**config.mk**
```make
export PLATFORM = sky130hd
export DESIGN_NAME = ctrl_datapath_flat
export DESIGN_NICKNAME = d
export VERILOG_FILES = /design/src/rtl/ctrl_datapath_if.sv /design/src/rtl/ctrl_datapath.sv /design/src/flat_wrapper.sv
export SDC_FILE = /design/constraint.sdc
export NUM_CORES = 1
export LEC_CHECK = 0
export CORE_ASPECT_RATIO = 0.6
export CORE_MARGIN = 2
export CORE_UTILIZATION = 45
export CTS_BUF_LIST = sky130_fd_sc_hd__clkbuf_4 sky130_fd_sc_hd__clkbuf_8
export DETAILED_ROUTE_END_ITERATION = 10
export MAX_ROUTING_LAYER = met4
export PLACE_DENSITY = 0.77
export SYNTH_ARGS = -nofsm -noshare
export SYNTH_HDL_FRONTEND = slang
export SYNTH_SLANG_ARGS = --single-unit
```
**constraint.sdc**
```tcl
create_clock -name clk -period 4.41 [get_ports clk]
set_input_delay 0.882 -clock clk [delete_from_list [all_inputs] [get_ports clk]]
set_output_delay 0.882 -clock clk [all_outputs]
set_load 0.01 [all_outputs]
```
**src/rtl/ctrl_datapath_if.sv**
```systemverilog
// Control-word and data bus between the lab FSM controller and the register-file/ALU datapath.
// The controller drives the master side; the datapath implements the slave side.
interface ctrl_datapath_if #(
    parameter int WIDTH = 8
);
    logic             clr;
    logic [1:0]       sel;
    logic [2:0]       w;
    logic [2:0]       s;
    logic [3:0]       ce;
    logic [WIDTH-1:0] din;
    logic [WIDTH-1:0] res;
    logic [WIDTH-1:0] dout;
    logic             z;
    logic             c;

    modport master (
        output clr, sel, w, s, ce, din,
        input  res, dout, z, c
    );

    modport slave (
        input  clr, sel, w, s, ce, din,
        output res, dout, z, c
    );
endinterface

```
**src/rtl/ctrl_datapath.sv**
```systemverilog
// Four-register file with a single-cycle ALU, executing one control word per clock.
// Result can be written to any subset of R0..R3; zero/carry flags are captured on enabled writes.
module ctrl_datapath #(
    parameter int WIDTH = 8
) (
    input  logic            clk,
    input  logic            rst,
    ctrl_datapath_if.slave  bus
);

    logic [WIDTH-1:0] regs_r [4];
    logic             z_r;
    logic             c_r;

    logic [WIDTH-1:0] opa_s;
    logic [WIDTH:0]   alu_s;
    logic [WIDTH-1:0] res_s;
    logic             carry_s;

    // Returns {carry, result}; subtraction at WIDTH+1 bits leaves the borrow in the top bit.
    function automatic logic [WIDTH:0] alu_f(
        input logic [2:0]       op,
        input logic [WIDTH-1:0] a,
        input logic [WIDTH-1:0] b,
        input logic [2:0]       sh
    );
        logic [WIDTH:0] r;
        logic           sh_over;
        r       = {(WIDTH+1){1'b0}};
        sh_over = ({29'd0, sh} >= WIDTH);
        case (op)
            3'd0:    r = {1'b0, a};
            3'd1:    r = {1'b0, a} + {1'b0, b};
            3'd2:    r = {1'b0, a} - {1'b0, b};
            3'd3:    r = {1'b0, a & b};
            3'd4:    r = {1'b0, a | b};
            3'd5:    r = {1'b0, a ^ b};
            3'd6:    r = sh_over ? {(WIDTH+1){1'b0}} : {1'b0, a << sh};
            3'd7:    r = sh_over ? {(WIDTH+1){1'b0}} : {1'b0, a >> sh};
            default: r = {1'b0, a};
        endcase
        return r;
    endfunction

    // Operand A selection and ALU evaluation for the current control word.
    always_comb begin
        opa_s = bus.din;
        case (bus.sel)
            2'd0:    opa_s = bus.din;
            2'd1:    opa_s = regs_r[0];
            2'd2:    opa_s = regs_r[1];
            2'd3:    opa_s = regs_r[2];
            default: opa_s = bus.din;
        endcase
        alu_s   = alu_f(bus.s, opa_s, regs_r[3], bus.w);
        res_s   = alu_s[WIDTH-1:0];
        carry_s = alu_s[WIDTH];
    end

    // Register file and flag capture; clr outranks any write enable.
    always_ff @(posedge clk or negedge rst) begin
        if (!rst) begin
            for (int i = 0; i < 4; i++) begin
                regs_r[i] <= {WIDTH{1'b0}};
            end
            z_r <= 1'b0;
            c_r <= 1'b0;
        end else if (bus.clr) begin
            for (int i = 0; i < 4; i++) begin
                regs_r[i] <= {WIDTH{1'b0}};
            end
            z_r <= 1'b0;
            c_r <= 1'b0;
        end else begin
            for (int i = 0; i < 4; i++) begin
                if (bus.ce[i]) begin
                    regs_r[i] <= res_s;
                end
            end
            if (bus.ce != 4'b0000) begin
                z_r <= (res_s == {WIDTH{1'b0}});
                c_r <= carry_s;
            end
        end
    end

    assign bus.res  = res_s;
    assign bus.dout = regs_r[3];
    assign bus.z    = z_r;
    assign bus.c    = c_r;

endmodule

```
**src/flat_wrapper.sv**
```systemverilog
// flat-port wrapper written by rule: the top's interface ports become plain ports
module ctrl_datapath_flat 
#(
    parameter int WIDTH = 8
)
  (clk, rst, bus_clr, bus_sel, bus_w, bus_s, bus_ce, bus_din, bus_res, bus_dout, bus_z, bus_c);
  ctrl_datapath_if #(.WIDTH(WIDTH)) bus_i ();
  input  logic clk;
  input  logic rst;
  input wire logic [$bits(bus_i.clr)-1:0] bus_clr;
  input wire logic [$bits(bus_i.sel)-1:0] bus_sel;
  input wire logic [$bits(bus_i.w)-1:0] bus_w;
  input wire logic [$bits(bus_i.s)-1:0] bus_s;
  input wire logic [$bits(bus_i.ce)-1:0] bus_ce;
  input wire logic [$bits(bus_i.din)-1:0] bus_din;
  output wire logic [$bits(bus_i.res)-1:0] bus_res;
  output wire logic [$bits(bus_i.dout)-1:0] bus_dout;
  output wire logic [$bits(bus_i.z)-1:0] bus_z;
  output wire logic [$bits(bus_i.c)-1:0] bus_c;
  assign bus_i.clr = bus_clr;
  assign bus_i.sel = bus_sel;
  assign bus_i.w = bus_w;
  assign bus_i.s = bus_s;
  assign bus_i.ce = bus_ce;
  assign bus_i.din = bus_din;
  assign bus_res = bus_i.res;
  assign bus_dout = bus_i.dout;
  assign bus_z = bus_i.z;
  assign bus_c = bus_i.c;
  ctrl_datapath #(.WIDTH(WIDTH)) u_core (.clk(clk), .rst(rst), .bus(bus_i));
endmodule
```
==> flow_summary.json, run 1 <==
{
  "run_status": "finished clean",
  "finalCriticalPeriod_ps": 4390,
  "grt_max_degree": 35,
  "maxSlewHeadroom_pct": 53.4,
  "postSynth.asyncResetShare_pct": 100,
  "cp-start-kind": "input pin",
  "synth_ff_type": "dfrtp_1",
  "pin_count": 41,
  "crit_path_frequent_cell": "buf_4",
  "endpoint_kind": "output port",
  "clock_sinks": 34,
  "skew_ps": 8.81,
  "fill_cells": 660,
  "drtPass1Iterations": 7,
  "io_buffers": 40,
  "grt_use_total_pct": 33.4,
  "overflow": 0,
  "fin_ws_ps": 16.2,
  "hold_viol": 0,
  "initial_core_util_pct": 47.4,
  "drc_errors": 0,
  "setup_tns_ps": 0,
  "setup_violations": 0,
  "place_area_mm2": 0.00486,
  "swShare_pct": 40.7,
  "tightestPinTransition_ps": 696,
  "path_delay_family": "buffers and inverters",
  "power_density_mw_per_mm2": 345,
  "worstPathCellList": "buf_8, buf_12, clkbuf_16, buf_4, mux2i_4, a22oi_1, or3b_2, a2bb2oi_1, o211ai_1, buf_4, a2bb2oi_2, dlygate4sd2_1",
  "syn_area_mm2": 0.00382,
  "hold_class": "register to register",
  "clock_latency_ps": 300,
  "finalPower_mw": 1.86,
  "synth_cells": 437,
  "cts.htree.levels": 2,
  "p_seq_share_pct": 21.0,
  "p_clk_share_pct": 16.7,
  "drtIter0Drc": 646,
  "gp_congestion": 1.14,
  "crit_buf_inv": 6,
  "drv_slew": 0,
  "antenna_found_initial": 0,
  "clock_path_buffers": 2,
  "final_area_mm2": 0.00540,
  "ctsRootBufferMaster": "clkbuf_8",
  "leakage_nw": 2.45,
  "use_met1_pct": 46.8,
  "grt_pass1_vias": 4023,
  "dp_slack_ps": -782,
  "num_antenna_cells": 0,
  "seq_area_um2": 851,
  "arrival_ps": 3510,
  "synth_area_per_cell_um2": 8.75,
  "die_area_mm2": 0.00928,
  "synth-seq-cells": 34,
  "ys_types": 69,
  "cts_tree": "yes",
  "multi_input_area_mm2": 0.00287,
  "synth_edf_count": 0,
  "totalWireLength_um": 14700,
  "clk_pin_slew_ps": 70,
  "fp-row-count": 25,
  "pwr-share-comb_pct": 62.3,
  "clock.fmax_mhz": 228,
  "whs_ps": 525,
  "cp_max_fo": 5,
  "p_switching_mw": 0.758,
  "crit_slowest_cell": "or3b_2",
  "grt_busiest_layer": "met2",
  "rsz0062_at_grt": "true",
  "dieHeight_um": 75.4,
  "fin_crit_sh_pct": 99.6,
  "areaGrowthSynthToFinish_pct": 41.2,
  "dp_hpwl_um": 11000,
  "final_layout_size_suffix_gt1_share_pct": 35.9,
  "antenna_left": 0,
  "numCtsBuffers": 5,
  "ir_drop_mv": 0.240,
  "criticalPathCategory": "input pin to output port",
  "finalNetCount": 614,
  "drt-wirelength-per-cell_um": 21.8,
  "drv_cap": 0,
  "use_met3_pct": 9.06,
  "intPower_mw": 1.10,
  "die_w_um": 123,
  "worst-endpoint-required_ps": 3530,
  "grt_pass1_wl_um": 22100,
  "synth_fp_nets": 485,
  "core_area_mm2": 0.00807,
  "met2_usage_pct": 48.7,
  "hold_buffers": 0,
  "yosysWarnings": 0,
  "vias": 4215,
  "seq_area_frac_synth_pct": 22.2,
  "viasPerCell": 6.25,
  "cpPeakStageDelay_ps": 510
}
-- per-stage QoR --
stage | std cells | util (%)
2_1_floorplan | 437 | -
3_3_place_gp | 639 | 60.3
3_5_place_dp | 639 | 60.3
4_1_cts | 666 | 65.0
5_1_grt | 674 | 66.9
6_report | 674 | 66.9
-- layout make-up --
type / count / area share (%)
flip-flops and latches: 34 / 15.8
multi-input cells: 339 / 53.2
clock buffers: 6 / 1.53
repair buffers: 159 / 24.6
well taps: 108 / 2.50
clock inverters: 1 / 0.556
inverters: 27 / 1.88
-- logic make-up (layout without fill, tap and decap cells) --
family / Yosys count / count (layout) / share of synthesized area (%)
compound gates: 111 / 111 / 20.1
xor+xnor: 15 / 15 / 4.15
fa+ha+maj: 26 / 26 / 8.67
buf+inv: 64 / 193 / 7.82
flops: 34 / 34 / 22.2
mux: 53 / 53 / 19.1
simple gates: 134 / 134 / 17.9
-- worst reg2reg max path, cell delays in order, from the launching register on --
cell      delay, ps
dfrtp_1         410
inv_1           150
ha_1            250
mux2i_1         130
buf_4           150
ha_4            190
a21o_1          200
maj3_2          350
buf_4           150
xor2_1          140
a22o_1          240
a211oi_4        310
buf_4           230
nand4_1         110
or4_1           450
o31ai_2         190
-- cells in the mapped netlist, types with 7 or more instances --
cell type,instances,area share (%)
clkbuf_1,18,1.8
mux2_2,8,2.4
nand2_1,20,2.0
nor3_1,7,0.92
and3_1,7,1.1
a21oi_1,32,4.2
nor2_1,51,5.0
dfrtp_1,34,22
mux4_2,11,6.5
nor2b_1,7,1.1
ha_1,24,7.9
mux2i_1,29,7.6
o21ai_0,9,1.2
xnor2_1,11,2.5
buf_4,10,2.0
inv_1,24,2.4
a211oi_1,13,2.6
o22ai_1,8,1.3
nand2b_1,7,1.1
-- registers in the layout, summed over array words and instances, names as in the netlist --
register,flops
u_core.bus.c,1
u_core.regs_r,24
u_core.bus.dout,8
u_core.bus.z,1
-- final timing paths --
path                                                startpoint                       endpoint  slack (ps)  cells past startpoint
worst max-delay path                                bus_sel[0]                     bus_res[4]          20                     12
worst min register to register        u_core.bus.z$_DFFE_PN0P_       u_core.bus.z$_DFFE_PN0P_         530                      2
worst max register to register  u_core.bus.dout[0]$_DFFE_PN0P_       u_core.bus.z$_DFFE_PN0P_         680                     15
worst min-delay path                  u_core.bus.z$_DFFE_PN0P_       u_core.bus.z$_DFFE_PN0P_         530                      2
min in group asynchronous                                  rst  u_core.regs_r[23]$_DFFE_PN0P_         990                      2
max in group asynchronous                                  rst  u_core.regs_r[10]$_DFFE_PN0P_        3100                      2
-- power by group through the flow --
stage	Clock [mW]	Sequential (mW)	Combinational (mW)
CTS	0.312	0.390	1.07
detailed placement	0	0.394	0.975
global route	0.325	0.396	1.22
finish	0.312	0.391	1.16
floorplan	0	0.383	0.560
global placement	0	0.392	0.947
-- placed cells by master, fill, tap and decap left out, types with 7 or more instances in the layout --
cell type / count
nor2_1: 51
nor2b_1: 7
nand2_1: 20
o21ai_0: 8
mux2i_1: 26
a21oi_1: 28
mux2i_4: 8
xnor2_1: 11
a211oi_1: 13
dfrtp_1: 34
buf_4: 113
mux4_2: 11
clkdlybuf4s50_1: 23
ha_1: 19
and3_1: 7
inv_1: 22
nand2b_1: 7
-- what timing repair did --
| item | in CTS | in global routing |
|---|---|---|
| endpoints found under the setup margin | 9 | 8 |
| pin swaps | 21 | 21 |
| resized for setup | 50 | 41 |
| setup buffers | 20 | 7 |
| gates cloned | 0 | 1 |
-- metal layers --
layer  part of all wire (%)  wire length [um]  vias to the layer above
met5                      0                 0                        -
met4                    1.3               190                        0
met3                     15              2170                       29
met2                     42              6120                      304
met1                     42              6180                     2033
li1                       -                 -                     1849
(Power assumes the default switching activity.)
==> run 2, diff against run 1 <==
ABC_AREA = 1   (was default)
CORE_ASPECT_RATIO = default   (was 0.6)
PLACE_DENSITY = 0.78   (was 0.77)
==> flow_summary.json, run 2 <==
{
  "finalNetCount": 688,
  "totalWireLength_um": 11500,
  "post-route-util_pct": 59.1,
  "seq_area_um2": 851,
  "clk_pin_slew_ps": 70,
  "fill_cells": 738,
  "grt_pass1_wl_um": 18500,
  "cp-start-kind": "input pin",
  "synth_top_family_by_area": "simple AND/OR/NAND/NOR gates",
  "synth_commonest_cells": "nand2_1 (196), nand3_1 (73), inv_1 (69)",
  "clock_latency_ps": 290,
  "antenna_found_initial": 0,
  "grt_pass1_vias": 3780,
  "cts_setup_buffers": 0,
  "finalPower_mw": 1.44,
  "die_area_mm2": 0.00847,
  "synth_top_area_share_pct": 24.4,
  "synth_area_per_cell_um2": 6.26,
  "ff2ff_path_depth": 20,
  "r2r_start": "u_core.bus.dout[1]$_DFFE_PN0P_",
  "core_area_mm2": 0.00761,
  "tightestPinTransition_ps": 620,
  "dieHeight_um": 92.0,
  "ir_drop_mv": 0.347,
  "drv_cap": 0,
  "most-common-layout-cells": "nand2_1 (194), nand3_1 (73), inv_1 (69)",
  "run_status": "finished clean",
  "synth_compound_area_share_pct": 9.76,
  "skew_ps": 7.11,
  "synth-adder-area-share_pct": 9.18,
  "clock_path_buffers": 2,
  "drv_slew": 0,
  "multi_input_area_mm2": 0.00227,
  "numCtsBuffers": 5,
  "final_layout_size_suffix_gt1_share_pct": 16.2,
  "rrSetupSlack_ps": 1440,
  "num_antenna_cells": 0,
  "yosysTopAreaCell": "dfrtp_1",
  "synth_ff_type": "dfrtp_1",
  "fp-row-count": 32,
  "setup_tns_ps": 0,
  "gp_congestion": 1.00,
  "clock_sinks": 34,
  "criticalPathCategory": "input pin to output port",
  "final_area_mm2": 0.00449,
  "synth_cells": 557,
  "synth_xor_xnor_area_share_pct": 0.753,
  "ctsRootBufferMaster": "clkbuf_8",
  "dp_hpwl_um": 9220,
  "cts.htree.levels": 2,
  "r2r_end": "u_core.regs_r[31]$_DFFE_PN0P_",
  "syn_area_mm2": 0.00349,
  "seq_area_frac_synth_pct": 24.4,
  "overflow": 0,
  "drc_errors": 0,
  "rsz0062_at_grt": "false",
  "setup.worst_path.end": "bus_res[6]",
  "fin_crit_sh_pct": 94.7,
  "top_register": "u_core.regs_r",
  "synth_fp_nets": 605,
  "io_buffers": 40,
  "synthSimpleGateAreaFrac_pct": 44.2,
  "yosysWarnings": 0,
  "areaGrowthSynthToFinish_pct": 28.8,
  "power_density_mw_per_mm2": 320,
  "viasPerCell": 5.41,
  "setup_violations": 0,
  "postSynth.asyncResetShare_pct": 100,
  "die_w_um": 92.0,
  "place_area_mm2": 0.00431,
  "initial_core_util_pct": 45.9,
  "antenna_left": 0,
  "synth_most_common_cell": "nand2_1",
  "finalCriticalPeriod_ps": 4180,
  "drtIter0Drc": 372,
  "synthTopCellsByArea": "dfrtp_1 (24%), nand2_1 (21%), nand3_1 (10%)",
  "synth_mux_area_share_pct": 0,
  "cp_max_fo": 9,
  "drtPass1Iterations": 6,
  "arrival_ps": 3290,
  "hold_class": "register to register",
  "clock.fmax_mhz": 239,
  "leakage_nw": 2.50,
  "drt-wirelength-per-cell_um": 15.4,
  "synth_edf_count": 0,
  "worst-endpoint-required_ps": 3530,
  "maxSlewHeadroom_pct": 58.3,
  "critPathLaunch": "bus_sel[1]",
  "cts_tree": "yes",
  "layout_commonest_cell": "nand2_1",
  "grt_max_degree": 35,
  "grt_use_total_pct": 28.4,
  "pin_count": 41,
  "ys_types": 37,
  "vias": 4023,
  "hold_viol": 0,
  "synth-seq-cells": 34,
  "largest_register_ffs": 24,
  "endpoint_kind": "output port"
}
[run 2: cell types whose count changed after synthesis, moves of 12 or more]
cell / delta
nand2_1: +176
nand3_1: +67
inv_1: +45
mux2i_1: -29
a21oi_1: -20
o21ai_0: +18
clkbuf_1: -17
nor2_1: -12
[run 2: report_power, final]
group	internal, mW	switching, mW	total, mW
combinational	0.299	0.413	0.711
clock	0.226	0.123	0.349
sequential	0.344	0.0327	0.377
total	0.869	0.568	1.44
[run 2: area by class of cell]
cell class                      count  area share [%]
Clock inverter                      3            1.53
Inverter                           72            6.01
Tap cell                          102            2.84
Sequential cell                    34            18.9
Clock buffer                        5            1.53
Multi-Input combinational cell    430            50.5
Timing Repair Buffer               97            18.7
[run 2: routing by layer]
layer  vias to the layer above  global-route usage, %  routed length, um
li1                       1957                      -                  -
met1                      1839                   37.4               4830
met2                       201                   45.3               5380
met3                        26                   3.29                944
met4                         0                   10.4                308
met5                         -                      -                  0
[run 2: critical path, stage by stage]
cell and delay [ps]:
dlygate4sd2_1 290, buf_6 160, buf_4 150, nand3_1 70
nand2_1 60, nor2_2 130, nand2_2 120, inv_1 100
ha_1 240, a221oi_2 320, o21ai_1 130, a211oi_2 300
nand2_1 110, nand2_2 80, inv_1 40, clkbuf_2 120
[run 2: cell families after synthesis]
logic type	Yosys count
AND/OR/NAND/NOR	344
buffers and inverters	93
AO/OA/AOI/OAI	58
flip-flops	34
adder cells (fa/ha/maj)	25
XOR/XNOR	3
[run 2: through the flow]
step | cells | setup WS [ps] | hold WS (ps)
after floorplan | 557 | 681 | 448
after global placement | 735 | -540 | 466
after detailed placement | 735 | -571 | 470
after CTS | 743 | 10.6 | 493
after global routing | 743 | 65.3 | 515
final | 743 | 234 | 490
[run 2: worst min-delay path by stage]
stage / to / start / cells after the start / slack (ps)
after floorplan: u_core.regs_r[24]$_DFFE_PN0P_ / u_core.regs_r[24]$_DFFE_PN0P_ / 2 / 450
after global placement: u_core.bus.z$_DFFE_PN0P_ / u_core.bus.z$_DFFE_PN0P_ / 2 / 470
after detailed placement: u_core.regs_r[11]$_DFFE_PN0P_ / u_core.regs_r[11]$_DFFE_PN0P_ / 2 / 470
after CTS: u_core.regs_r[23]$_DFFE_PN0P_ / u_core.regs_r[23]$_DFFE_PN0P_ / 2 / 490
after global routing: u_core.regs_r[11]$_DFFE_PN0P_ / u_core.regs_r[11]$_DFFE_PN0P_ / 2 / 510
final: u_core.bus.z$_DFFE_PN0P_ / u_core.bus.z$_DFFE_PN0P_ / 2 / 490
[run 2: what timing repair did]
action / 4_1_cts / 5_1_grt
pin swaps: 1 / 0
endpoints found under the setup margin: 8 / 7
gates resized for setup: 12 / 11
hold buffers: 0 / 0
==> run 3, diff against run 2 <==
PLACE_DENSITY = 0.69   (was 0.78)
==> flow_summary.json, run 3 (synthesis gave the netlist of run 2 again) <==
{
  "die_w_um": 92.0,
  "drtIter0Drc": 240,
  "r2r_end": "u_core.bus.dout[7]$_DFFE_PN0P_",
  "clock_latency_ps": 290,
  "cpPeakStageDelay_ps": 480,
  "viasPerCell": 5.36,
  "grt_pass1_wl_um": 18600,
  "gp_congestion": 0.994,
  "clk_pin_slew_ps": 70,
  "whs_ps": 483,
  "ir_drop_mv": 0.252,
  "drc_errors": 0,
  "finalNetCount": 711,
  "clock_path_buffers": 2,
  "grt_max_degree": 35,
  "rsz0062_at_grt": "true",
  "rrSetupSlack_ps": 1520,
  "drt-wirelength-per-cell_um": 15.3,
  "final_layout_size_suffix_gt1_share_pct": 21.4,
  "hold_buffers": 0,
  "power_density_mw_per_mm2": 290,
  "holdPathStages": 2,
  "clock_sinks": 34,
  "cp-start-kind": "input pin",
  "setup_tns_ps": 0,
  "drtPass1Iterations": 5,
  "num_antenna_cells": 0,
  "worst-endpoint-required_ps": 3530,
  "largest_register_ffs": 24,
  "post-route-util_pct": 61.0,
  "dp_hpwl_um": 9490,
  "min_from": "u_core.regs_r[27]$_DFFE_PN0P_",
  "setup_violations": 0,
  "drv_cap": 0,
  "totalWireLength_um": 11700,
  "cp_max_fo": 8,
  "grt_use_total_pct": 28.6,
  "overflow": 0,
  "die_area_mm2": 0.00847,
  "crit_slowest_cell": "clkdlybuf4s50_1",
  "skew_ps": 6.83,
  "run_status": "finished clean",
  "maxSlewHeadroom_pct": 58.0,
  "ctsRootBufferMaster": "clkbuf_8",
  "endpoint_kind": "output port",
  "hold_class": "register to register",
  "hold_viol": 0,
  "worstPathCellList": "clkdlybuf4s50_1, buf_6, inv_4, buf_4, nand3_1, nand2_2, buf_4, nor3_4, buf_4, nand2_1, nand3_1, nand3_1, a21oi_1, nand2_1, nand2_2, inv_1, dlygate4sd2_1",
  "initial_core_util_pct": 45.9,
  "top_register": "u_core.regs_r",
  "antenna_found_initial": 0,
  "fin_crit_sh_pct": 97.7,
  "fp-row-count": 32,
  "layout_commonest_cell": "nand2_1",
  "clock.fmax_mhz": 232,
  "tightestPinTransition_ps": 624,
  "leakage_nw": 2.56,
  "areaGrowthSynthToFinish_pct": 33.0,
  "ff2ff_path_depth": 20,
  "criticalPathCategory": "input pin to output port",
  "core_area_mm2": 0.00761,
  "drv_slew": 0,
  "most-common-layout-cells": "nand2_1 (190), buf_4 (79), nand3_1 (71)",
  "cts.htree.levels": 2,
  "finalCriticalPeriod_ps": 4310,
  "io_buffers": 40,
  "cts_tree": "yes",
  "dieHeight_um": 92.0,
  "r2r_start": "u_core.bus.dout[1]$_DFFE_PN0P_",
  "arrival_ps": 3430,
  "vias": 4102,
  "min_to": "u_core.regs_r[27]$_DFFE_PN0P_",
  "grt_pass1_vias": 3800,
  "pin_count": 41,
  "numCtsBuffers": 5,
  "antenna_left": 0
}
[run 3: cell types whose count changed in the layout (fill, tap and decap cells not counted), sizes merged, moves of 2 or more]
cell	before	now
buf	57	80
clkbuf	6	10
dlymetal6s2s	5	1
dlygate4sd2	1	4
bufinv	2	0
[run 3: final cells by class]
class	instances	area, um^2
fill	740	2970
multi-input combinational	430	2320
timing repair buffer	120	987
sequential	34	851
inverter	72	273
tap	102	128
clock buffer	7	83.8
[run 3: through the flow]
step                setup slack, ps  cells  cell area [um^2]  total power, mW
floorplan                       681    557              3490            0.792
global placement               -337    750              4420             1.08
detailed placement             -381    750              4420             1.09
CTS                            5.55    757              4510             1.31
global route                  -30.1    765              4640             1.44
finish                          100    765              4640             1.34
[run 3: what timing repair did]
| item | in CTS | in global routing |
|---|---|---|
| pin swaps | 0 | 12 |
| resized for setup | 14 | 31 |
| setup endpoints to repair | 8 | 7 |
| buffers inserted | 0 | 8 |
[run 3: how the worst max path moves through the flow]
stage | start | to | slack (ps) | cells past startpoint
2_1_floorplan | bus_sel[1] | bus_res[6] | 680 | 18
4_1_cts | bus_sel[0] | bus_res[6] | 6 | 16
5_1_grt | bus_sel[0] | bus_res[6] | -30 | 21
3_5_place_dp | bus_sel[1] | bus_res[6] | -380 | 21
3_3_place_gp | bus_sel[1] | bus_res[6] | -340 | 21
6_report | bus_sel[0] | bus_res[5] | 100 | 17
[run 3: layer usage]
metal	up-vias	track usage, %	wire length [um]	part of all wire, %
met2	173	50.1	5780	49
met3	25	2.30	618	5.3
li1	1990	-	-	-
met4	0	11.8	373	3.2
met5	-	-	0	0
met1	1914	34.1	4910	42
[run 3: worst max-delay path: cells and delay by family]
family | cells | cell delay (ps)
simple gates | 8 | 840
buf+inv | 8 | 1500
compound gates | 1 | 190
[run 3: where the power goes]
part | switching [mW] | total (mW) | internal (mW)
clock | 0.106 | 0.227 | 0.121
combinational | 0.424 | 0.744 | 0.320
sequential | 0.0292 | 0.374 | 0.344
total | 0.559 | 1.34 | 0.786
